[config.mk]
export PLATFORM = sky130hd
export DESIGN_NAME = pipe_ex
export DESIGN_NICKNAME = d
export VERILOG_FILES = /design/src/rtl/pipe_pkg.sv /design/src/rtl/pipe_ex_mul.sv /design/src/rtl/pipe_ex.sv
export SDC_FILE = /design/constraint.sdc
export NUM_CORES = 1
export LEC_CHECK = 0
export CORE_ASPECT_RATIO = 0.7
export CORE_UTILIZATION = 33
export DETAILED_ROUTE_END_ITERATION = 6
export SETUP_SLACK_MARGIN = 0.15
export SLEW_MARGIN = 20
export SYNTH_ARGS = -nofsm -noshare
export SYNTH_HDL_FRONTEND = slang
export SYNTH_SLANG_ARGS = --single-unit
[constraint.sdc]
create_clock -name clk -period 2.2 [get_ports clk]
set_input_delay 0.22 -clock clk [delete_from_list [all_inputs] [get_ports clk]]
set_output_delay 0.22 -clock clk [all_outputs]
set_load 0.05 [all_outputs]
[src/rtl/pipe_pkg.sv]
`default_nettype none
// ============================================================================
//  Module   : pipe_pkg
//  Brief    : Shared widths, ALU operation codes and multiplier FSM states
//             for the pipeline execute stage.
//  Revision : 1.0 - initial release
// ============================================================================
package pipe_pkg;

   localparam int DATA_W    = 32;
   localparam int REG_W     = 5;
   localparam int ALU_W     = 4;
   localparam int MUL_CNT_W = 5;

   // Bit 3 is a don't-care for the first six codes; the shifts and mul use it.
   localparam logic [ALU_W-1:0] ALU_ADD = 4'b0000;
   localparam logic [ALU_W-1:0] ALU_SUB = 4'b0100;
   localparam logic [ALU_W-1:0] ALU_AND = 4'b0001;
   localparam logic [ALU_W-1:0] ALU_OR  = 4'b0101;
   localparam logic [ALU_W-1:0] ALU_XOR = 4'b0010;
   localparam logic [ALU_W-1:0] ALU_LUI = 4'b0110;
   localparam logic [ALU_W-1:0] ALU_SLL = 4'b0011;
   localparam logic [ALU_W-1:0] ALU_SRL = 4'b0111;
   localparam logic [ALU_W-1:0] ALU_SRA = 4'b1111;
   localparam logic [ALU_W-1:0] ALU_MUL = 4'b1011;

   typedef enum logic [0:0] {
      S_IDLE = 1'b0,
      S_MUL  = 1'b1
   } mul_state_t;

   function automatic logic alu_is_mul(input logic [ALU_W-1:0] code);
      return code == ALU_MUL;
   endfunction

endpackage : pipe_pkg
`default_nettype wire

[src/rtl/pipe_ex_mul.sv]
`default_nettype none
// ============================================================================
//  Module   : pipe_ex_mul
//  Brief    : Iterative shift-add multiplier (low 32 bits of product), one
//             partial product per cycle. Present only when PIPE_EX_MUL_EN
//             is defined.
//  Revision : 1.0 - initial release
// ============================================================================
`ifdef PIPE_EX_MUL_EN
module pipe_ex_mul
   import pipe_pkg::*;
(
   input  logic              clk,
   input  logic              clrn,
   input  logic              start,
   input  logic              slot_free,
   input  logic [DATA_W-1:0] a,
   input  logic [DATA_W-1:0] b,
   output logic              busy,
   output logic              done,
   output logic [DATA_W-1:0] product
);

   mul_state_t           r_state;
   logic [MUL_CNT_W-1:0] r_count;
   logic [DATA_W-1:0]    r_acc;
   logic [DATA_W-1:0]    r_mcand;
   logic [DATA_W-1:0]    r_mplier;
   logic [DATA_W-1:0]    w_acc_next;

   assign w_acc_next = r_acc + (r_mplier[0] ? r_mcand : '0);
   assign busy       = (r_state == S_MUL);
   // The last step is folded into the output write so the accumulator
   // simply holds while the output slot is occupied.
   assign done       = busy && (r_count == 5'd31) && slot_free;
   assign product    = w_acc_next;

   always_ff @(posedge clk or posedge clrn) begin
      if (clrn) begin
         r_state  <= S_IDLE;
         r_count  <= '0;
         r_acc    <= '0;
         r_mcand  <= '0;
         r_mplier <= '0;
      end else begin
         case (r_state)
            S_IDLE: begin
               if (start) begin
                  r_state  <= S_MUL;
                  r_count  <= '0;
                  r_acc    <= '0;
                  r_mcand  <= a;
                  r_mplier <= b;
               end
            end
            S_MUL: begin
               if (r_count != 5'd31) begin
                  r_acc    <= w_acc_next;
                  r_mcand  <= r_mcand << 1;
                  r_mplier <= r_mplier >> 1;
                  r_count  <= r_count + 5'd1;
               end else if (slot_free) begin
                  r_state <= S_IDLE;
                  r_count <= '0;
               end
            end
            default: r_state <= S_IDLE;
         endcase
      end
   end

endmodule : pipe_ex_mul
`endif
`default_nettype wire

[src/rtl/pipe_ex.sv]
`default_nettype none
// ============================================================================
//  Module   : pipe_ex
//  Brief    : Execute stage: operand select, ALU and EX/MEM output register
//             with valid/ready handshake. PIPE_EX_MUL_EN enables the
//             iterative multiplier for code 1011.
//  Revision : 1.0 - initial release
// ============================================================================
module pipe_ex
   import pipe_pkg::*;
(
   input  logic              clk,
   input  logic              clrn,
   input  logic              IDvalid,
   output logic              IDstall,
   input  logic              IDwreg,
   input  logic              IDm2reg,
   input  logic              IDwmem,
   input  logic              IDshift,
   input  logic              IDaluimm,
   input  logic [ALU_W-1:0]  IDaluc,
   input  logic [REG_W-1:0]  IDwn,
   input  logic [DATA_W-1:0] IDqa,
   input  logic [DATA_W-1:0] IDqb,
   input  logic [DATA_W-1:0] IDimmeOrSa,
   input  logic              MEMready,
   output logic              EXvalid,
   output logic              EXwreg,
   output logic              EXm2reg,
   output logic              EXwmem,
   output logic [REG_W-1:0]  EXwn,
   output logic [DATA_W-1:0] EXalu,
   output logic [DATA_W-1:0] EXqb
);

   logic              r_ex_valid;
   logic              r_ex_wreg;
   logic              r_ex_m2reg;
   logic              r_ex_wmem;
   logic [REG_W-1:0]  r_ex_wn;
   logic [DATA_W-1:0] r_ex_alu;
   logic [DATA_W-1:0] r_ex_qb;

   logic              w_slot_free;
   logic              w_busy;
   logic              w_accept;
   logic              w_load_id;
   logic [DATA_W-1:0] w_op_a;
   logic [DATA_W-1:0] w_op_b;
   logic [DATA_W-1:0] w_alu;

   assign w_slot_free = !r_ex_valid || MEMready;
   assign w_accept    = IDvalid && !w_busy && w_slot_free;
   assign IDstall     = IDvalid && !w_accept;

   assign w_op_a = IDshift  ? IDimmeOrSa : IDqa;
   assign w_op_b = IDaluimm ? IDimmeOrSa : IDqb;

   always_comb begin
      w_alu = '0;
      case (IDaluc[2:0])
         ALU_ADD[2:0]: w_alu = w_op_a + w_op_b;
         ALU_SUB[2:0]: w_alu = w_op_a - w_op_b;
         ALU_AND[2:0]: w_alu = w_op_a & w_op_b;
         ALU_OR[2:0]:  w_alu = w_op_a | w_op_b;
         ALU_XOR[2:0]: w_alu = w_op_a ^ w_op_b;
         ALU_LUI[2:0]: w_alu = {w_op_b[15:0], 16'h0000};
         // 1011 (mul) yields zero here; with the multiplier built it never loads.
         ALU_SLL[2:0]: w_alu = IDaluc[3] ? '0 : (w_op_b << w_op_a[4:0]);
         ALU_SRL[2:0]: w_alu = IDaluc[3] ? DATA_W'($signed(w_op_b) >>> w_op_a[4:0])
                                         : (w_op_b >> w_op_a[4:0]);
         default:      w_alu = '0;
      endcase
   end

`ifdef PIPE_EX_MUL_EN
   logic              w_mul_start;
   logic              w_mul_done;
   logic [DATA_W-1:0] w_mul_product;
   logic              r_mul_wreg;
   logic              r_mul_m2reg;
   logic              r_mul_wmem;
   logic [REG_W-1:0]  r_mul_wn;
   logic [DATA_W-1:0] r_mul_qb;

   assign w_mul_start = w_accept && alu_is_mul(IDaluc);
   assign w_load_id   = w_accept && !alu_is_mul(IDaluc);

   pipe_ex_mul u_mul (
      .clk       (clk),
      .clrn      (clrn),
      .start     (w_mul_start),
      .slot_free (w_slot_free),
      .a         (w_op_a),
      .b         (w_op_b),
      .busy      (w_busy),
      .done      (w_mul_done),
      .product   (w_mul_product)
   );

   always_ff @(posedge clk or posedge clrn) begin
      if (clrn) begin
         r_mul_wreg  <= 1'b0;
         r_mul_m2reg <= 1'b0;
         r_mul_wmem  <= 1'b0;
         r_mul_wn    <= '0;
         r_mul_qb    <= '0;
      end else if (w_mul_start) begin
         r_mul_wreg  <= IDwreg;
         r_mul_m2reg <= IDm2reg;
         r_mul_wmem  <= IDwmem;
         r_mul_wn    <= IDwn;
         r_mul_qb    <= IDqb;
      end
   end
`else
   assign w_busy    = 1'b0;
   assign w_load_id = w_accept;
`endif

   always_ff @(posedge clk or posedge clrn) begin
      if (clrn) begin
         r_ex_valid <= 1'b0;
         r_ex_wreg  <= 1'b0;
         r_ex_m2reg <= 1'b0;
         r_ex_wmem  <= 1'b0;
         r_ex_wn    <= '0;
         r_ex_alu   <= '0;
         r_ex_qb    <= '0;
      end else if (w_load_id) begin
         r_ex_valid <= 1'b1;
         r_ex_wreg  <= IDwreg;
         r_ex_m2reg <= IDm2reg;
         r_ex_wmem  <= IDwmem;
         r_ex_wn    <= IDwn;
         r_ex_alu   <= w_alu;
         r_ex_qb    <= IDqb;
`ifdef PIPE_EX_MUL_EN
      end else if (w_mul_done) begin
         r_ex_valid <= 1'b1;
         r_ex_wreg  <= r_mul_wreg;
         r_ex_m2reg <= r_mul_m2reg;
         r_ex_wmem  <= r_mul_wmem;
         r_ex_wn    <= r_mul_wn;
         r_ex_alu   <= w_mul_product;
         r_ex_qb    <= r_mul_qb;
`endif
      end else if (r_ex_valid && MEMready) begin
         // Drained with nothing new: drop the side-effecting controls.
         r_ex_valid <= 1'b0;
         r_ex_wreg  <= 1'b0;
         r_ex_m2reg <= 1'b0;
         r_ex_wmem  <= 1'b0;
      end
   end

   assign EXvalid = r_ex_valid;
   assign EXwreg  = r_ex_wreg;
   assign EXm2reg = r_ex_m2reg;
   assign EXwmem  = r_ex_wmem;
   assign EXwn    = r_ex_wn;
   assign EXalu   = r_ex_alu;
   assign EXqb    = r_ex_qb;

endmodule : pipe_ex
`default_nettype wire

==> summary.txt, run 1 <==
failing checks - negative setup slack
row cnt - 58
Synth cell types - 83
CP required - 2500 ps
maxcap violations - 0
Tot Pwr - 11400 uW
share of cells above drive strength 1 - 37.8%
share of the synthesized area in the top cell type - 15.0%
setup ws final - -1400 ps
Max VDD drop - 0.000372 V
Final Cycle Share - 164%
Final Wtd Congestion - 1.06
crit path max fanout - 7
fillers - 3361
minimum clock period - 3600 ps
Slew @ Worst Pin - 1020 ps
core area - 0.0361 mm^2
crit start category - input port
H-tree levels - 3
Yosys Warn Count - 0
CTS sink cnt - 73
NumNets Final - 2522
P_leak - 0.00942 uW
overall routing resource usage - 36.5%
DRC violations left - 0
status - finished, violations left
CTS tree - done
initial antenna violation count - 0
relative slew slack - 31.6%
Avg Vias per Cell - 5.71
P&R area growth vs syn - 69.0%
ANT nets after route - 0
Reg area - 0.00183 mm^2
fmax - 278 MHz
TritonCTS Buffers - 9
main area contributors after synthesis - dfrtp_1 (15%), mux2i_1 (13%), ha_1 (9.9%)
area leader, netlist - dfrtp_1
Yosys reg bits - 73
vias after detailed routing - 16000
Cells after Synth - 1626
Hold Vio Cnt, Final - 0
post-synthesis sequential area ratio - 15.0%
syn_nets - 1837
Max Slew Vio Count - 0
starting density of the core - 33.7%
IO buf count - 187
Pwr Density - 553 mW/mm^2
cts hold-fix bufs - 0
share of flip-flops with an asynchronous set or reset - 100%
footprint of the multi-input gates - 0.0107 mm^2
hpwl dp - 53700 um
vias in the first global route - 15600
CP Class - input port to flip-flop
Root Buffer - clkbuf_16
Clock Path Buffers - 2
EDFF count, synth - 0
total congestion overflow - 0
endpoints failing setup - 32
unrepaired setup endpoints after global routing - true
# diodes - 0
most common cell after layout, fill and taps aside - buf_4
largest net degree at the start of global routing - 74
commonest cells after routing, fill and taps aside - buf_4 (522), nand2_1 (271), clkdlybuf4s50_1 (145)
Die X - 232 um
Worst-Skew Late Latency - 380 ps
Die ar. - 0.0377 mm^2
number of DRC markers in iteration 0 - 2004
Routed WL - 69500 um
first-pass GRT wire length - 101000 um
worst min-delay path class - input port to flip-flop
I/O Pins - 188
DRT Pass-1 Iters - 6
CP arrival - 3900 ps
Clock transition at path regs - 60 ps
Top FF cell, synth - dfrtp_1
Mapped Area - 0.0122 mm^2
Avg Inst Size Synth - 7.50 um^2
Fin Hold WS - 134 ps
DR WL/cell - 24.9 um
Setup crit end kind - flip-flop
die height - 163 um
Clock Skews - 7.15 ps
## timing repair
item	in CTS	in global routing
gates resized for setup	250	110
cloned	3	0
setup buffers	32	33
endpoints found under the hold margin	0	0
pin swaps	90	73
setup endpoints to repair	32	32
## state kept, by name, indices dropped and copies added, names as in the netlist
signal / cells
EXwn: 5
EXalu: 32
EXwmem: 1
EXm2reg: 1
EXwreg: 1
EXqb: 32
EXvalid: 1
## worst paths after layout
path / start / endpoint / slack [ps] / cells past startpoint
worst max-delay path: IDaluimm / EXalu[30] / -1400 / 20
worst min-delay path: IDqb[4] / EXqb[4] / 130 / 3
worst max register to register: EXvalid / EXalu[31] / -100 / 7
worst min register to register: EXqb[26] / EXqb[26] / 480 / 2
max in group asynchronous: clrn / EXalu[17] / 1550 / 3
min in group asynchronous: clrn / EXalu[15] / 300 / 3
## worst max-delay path, cell delays in order
cell,delay (ps)
buf_16,130
buf_12,140
buf_4,150
nor3_4,220
o22ai_4,140
nor4_4,290
buf_6,170
nand2_2,70
o41ai_2,300
xnor2_1,180
ha_1,290
buf_6,140
a21oi_4,190
o21ai_2,90
a21oi_2,140
nor2b_2,70
o211ai_1,260
a31oi_1,130
a311o_1,350
a41oi_2,200
## per-layer routing
layer	wire length (um)	global-route usage [%]	up-vias
li1	-	-	7286
met4	3120	15.2	0
met1	30800	51.3	7637
met5	0	0	-
met3	7450	8.98	161
met2	28200	52.5	869
## Yosys cell counts (all sizes together), types with 6 or more instances
cell type / instances
nand2: 277
nor2b: 6
a211oi: 16
o21a: 10
xor2: 8
mux2: 14
nor2: 144
ha: 96
o31ai: 8
a41oi: 6
and2: 12
inv: 78
o22ai: 12
and3: 7
xnor2: 40
mux2i: 192
a21oi: 141
a221oi: 21
or3: 6
buf: 55
a32oi: 11
a21o: 9
nor4: 6
o311ai: 8
o21ai: 96
nor3b: 7
a22oi: 6
a31oi: 23
dfrtp: 73
nor3: 36
o221ai: 18
o211ai: 28
clkbuf: 53
nand3: 31
## metrics by stage
stage / setup TNS (ps) / util, % / instances / instance area (um^2) / worst slack, ps
floorplan: -33340 / - / 1626 / 12500 / -1670
CTS: -24980 / 55.0 / 2762 / 19900 / -1310
global route: -32580 / 57.0 / 2795 / 20600 / -1530
global placement: -51600 / 50.9 / 2712 / 18400 / -2100
detailed placement: -52170 / 50.9 / 2712 / 18400 / -2120
finish: -28480 / 57.0 / 2795 / 20600 / -1400
## kinds of logic after synthesis
logic type                 synth area share, %
buffers and inverters                     6.94
AOI/OAI and AO/OA                         24.3
and+or+nand+nor                           19.9
xor gates and xnor gates                  3.45
DFF                                       15.0
adders and majority gates                 10.0
muxes                                     20.4
## power breakdown
part | switching [uW] | internal (uW) | total (uW)
Sequential | 148 | 1560 | 1710
Clock | 724 | 1020 | 1740
Combinational | 4460 | 3480 | 7940
## layout make-up
class,instances,share of cell area [%]
multi-input combinational,1365,52.0
timing repair buffer,782,33.1
sequential,73,8.86
tap,480,2.91
inverter,80,1.53
clock buffer,10,1.16
clock inverter,5,0.383
(Power assumes the default switching activity.)
==> run 2: changes to the inputs <==
clock period = 4.3 ns   (was 2.2 ns; I/O delays follow)
==> run 2 against run 1 <==
The run now ends clean. Total power is 55% lower. Combinational power is 58% lower. Die area stayed put. Sequential cell count stayed put. Clock power is 49% lower. Setup slack better by 1700 ps. Final area is 18% lower. First-iteration DRC count is 8.0% higher. Clock-buffer cell count is 1 lower. Non-clock buffer count is 331 lower. Worst hold slack better by 140 ps. Global-route usage is 1.8 points lower. Critical path type unchanged. Highest routed layer is now met5.
==> summary.txt, run 2 (synthesis results as in run 1) <==
Pwr Density - 302 mW/mm^2 (-45%)
crit path max fanout - 4 (-3)
fmax - 249 MHz
P_leak - 0.00760 uW (-19%)
Max VDD drop - 0.000221 V (-41%)
overall routing resource usage - 34.7% (-1.8 points)
Clock Skews - 17.6 ps (+10.4 ps)
DRT Pass-1 Iters - 7 (+1)
Root Buffer - clkbuf_16
largest net degree at the start of global routing - 67 (-9.5%)
Hold Vio Cnt, Final - 0 (unchanged)
share of cells above drive strength 1 - 20.4% (-17 points)
P&R area growth vs syn - 37.8%
cts hold-fix bufs - 0 (unchanged)
Max Slew Vio Count - 0 (unchanged)
maxcap violations - 0 (unchanged)
Avg Vias per Cell - 5.98 (+4.8%)
CTS sink cnt - 73 (unchanged)
DRC violations left - 0 (unchanged)
worst min-delay path class - input port to async pin
number of DRC markers in iteration 0 - 2164 (+8.0%)
core area - 0.0361 mm^2 (unchanged)
DP Area - 0.0161 mm^2 (-12%)
Final Cycle Share - 93.6%
crit start category - input port
Die X - 232 um (unchanged)
Clock Path Buffers - 2 (unchanged)
unrepaired setup endpoints after global routing - false
ANT nets after route - 0 (unchanged)
Routed WL - 66100 um (-4.9%)
CP arrival - 4320 ps (+420 ps)
minimum clock period - 4020 ps
Design Area, Final - 0.0168 mm^2 (-18%)
vias in the first global route - 14000 (-9.9%)
I/O Pins - 188 (unchanged)
status - complete, no violations
H-tree levels - 3 (unchanged)
IO buf count - 187 (unchanged)
row cnt - 58 (unchanged)
Die ar. - 0.0377 mm^2 (unchanged)
initial antenna violation count - 1 (+1)
starting density of the core - 33.7% (unchanged)
total congestion overflow - 0 (unchanged)
Critical Path Start - IDqb[6]
setup tns final - 0 ps (+28480 ps)
Setup crit end kind - flip-flop
endpoints failing setup - 0 (-100%)
CP required - 4600 ps (+2100 ps)
Slew @ Worst Pin - 1120 ps (+100 ps)
commonest cells after routing, fill and taps aside - nand2_1 (277), buf_4 (252), clkdlybuf4s50_1 (169)
first-pass GRT wire length - 95200 um (-5.8%)
CTS tree - done
most common cell after layout, fill and taps aside - nand2_1
NumNets Final - 2191 (-13%)
Clock transition at path regs - 70 ps (about the same)
vias after detailed routing - 14700 (-7.6%)
R2R depth - 7 (unchanged)
Final Wtd Congestion - 1.03 (-3.4%)
CP Class - input port to flip-flop
DR WL/cell - 26.8 um (+7.8%)
Worst-Skew Late Latency - 390 ps (about the same)
hpwl dp - 52000 um (-3.2%)
TritonCTS Buffers - 9 (unchanged)
relative slew slack - 24.3% (-7.3 points)
Reg2Reg Launch Point - EXvalid
die height - 163 um (unchanged)
-- run 2: report_power, final --
part / internal, uW / total (uW) / switching (uW)
registers: 799 / 876 / 76.8
logic: 1270 / 3310 / 2050
clock network: 463 / 891 / 428
total: 2530 / 5080 / 2550
-- run 2: what timing repair did --
item / 4_1_cts / 5_1_grt
setup endpoints to repair: 9 / 17
gates resized for setup: 5 / 55
endpoints found under the hold margin: 0 / 0
buffers inserted: 3 / 12
pin swaps: 6 / 26
-- run 2: final timing paths --
path | slack, ps | endpoint
hold reg to reg | 470 | EXqb[17]
max in group asynchronous | 3290 | EXqb[27]
min in group clk | 370 | EXqb[7]
setup reg to reg | 1590 | EXalu[9]
hold / removal | 270 | EXm2reg
setup / recovery | 280 | EXalu[30]
-- run 2: through the flow --
| stage | util [%] | instances | hold WS [ps] | total power, uW | worst slack [ps] |
|---|---|---|---|---|---|
| floorplan | - | 1626 | 535 | 2680 | 156 |
| global placement | 44.6 | 2434 | 458 | 4050 | -334 |
| detailed placement | 44.6 | 2434 | 461 | 4060 | -433 |
| CTS | 45.6 | 2453 | 268 | 4970 | 72.1 |
| global route | 46.5 | 2465 | 288 | 5280 | 130 |
| finish | 46.5 | 2466 | 271 | 5080 | 276 |
-- run 2: area by class of cell --
cell class	count	area (um^2)
Fill cell	3669	19300
Multi-Input combinational cell	1365	9770
Timing Repair Buffer	451	3990
Sequential cell	73	1830
Tap cell	480	601
Inverter	80	302
Clock buffer	9	225
Clock inverter	7	85.1
Antenna cell	1	2.50
-- run 2: layer usage --
| layer | share of wire, % | vias up | wire (um) | global-route usage [%] |
|---|---|---|---|---|
| li1 | - | 6613 | - | - |
| met2 | 40 | 900 | 26500 | 49.1 |
| met4 | 3.5 | 2 | 2320 | 12.2 |
| met1 | 46 | 7116 | 30200 | 51.0 |
| met3 | 11 | 116 | 7130 | 7.21 |
| met5 | 0.060 | - | 40 | 0 |
-- run 2: worst max-delay path, stage by stage --
cell and delay [ps]:
clkdlybuf4s50_1 530, nor3_2 230, o21ai_2 110, nor3_4 200
buf_4 150, buf_4 90, buf_4 110, a31oi_1 100
xnor2_1 160, ha_1 340, and3_4 200, buf_6 120
nand4_1 270, a32oi_2 370, buf_4 150, nand4_1 120
buf_4 170, a311o_1 280, a41oi_2 190
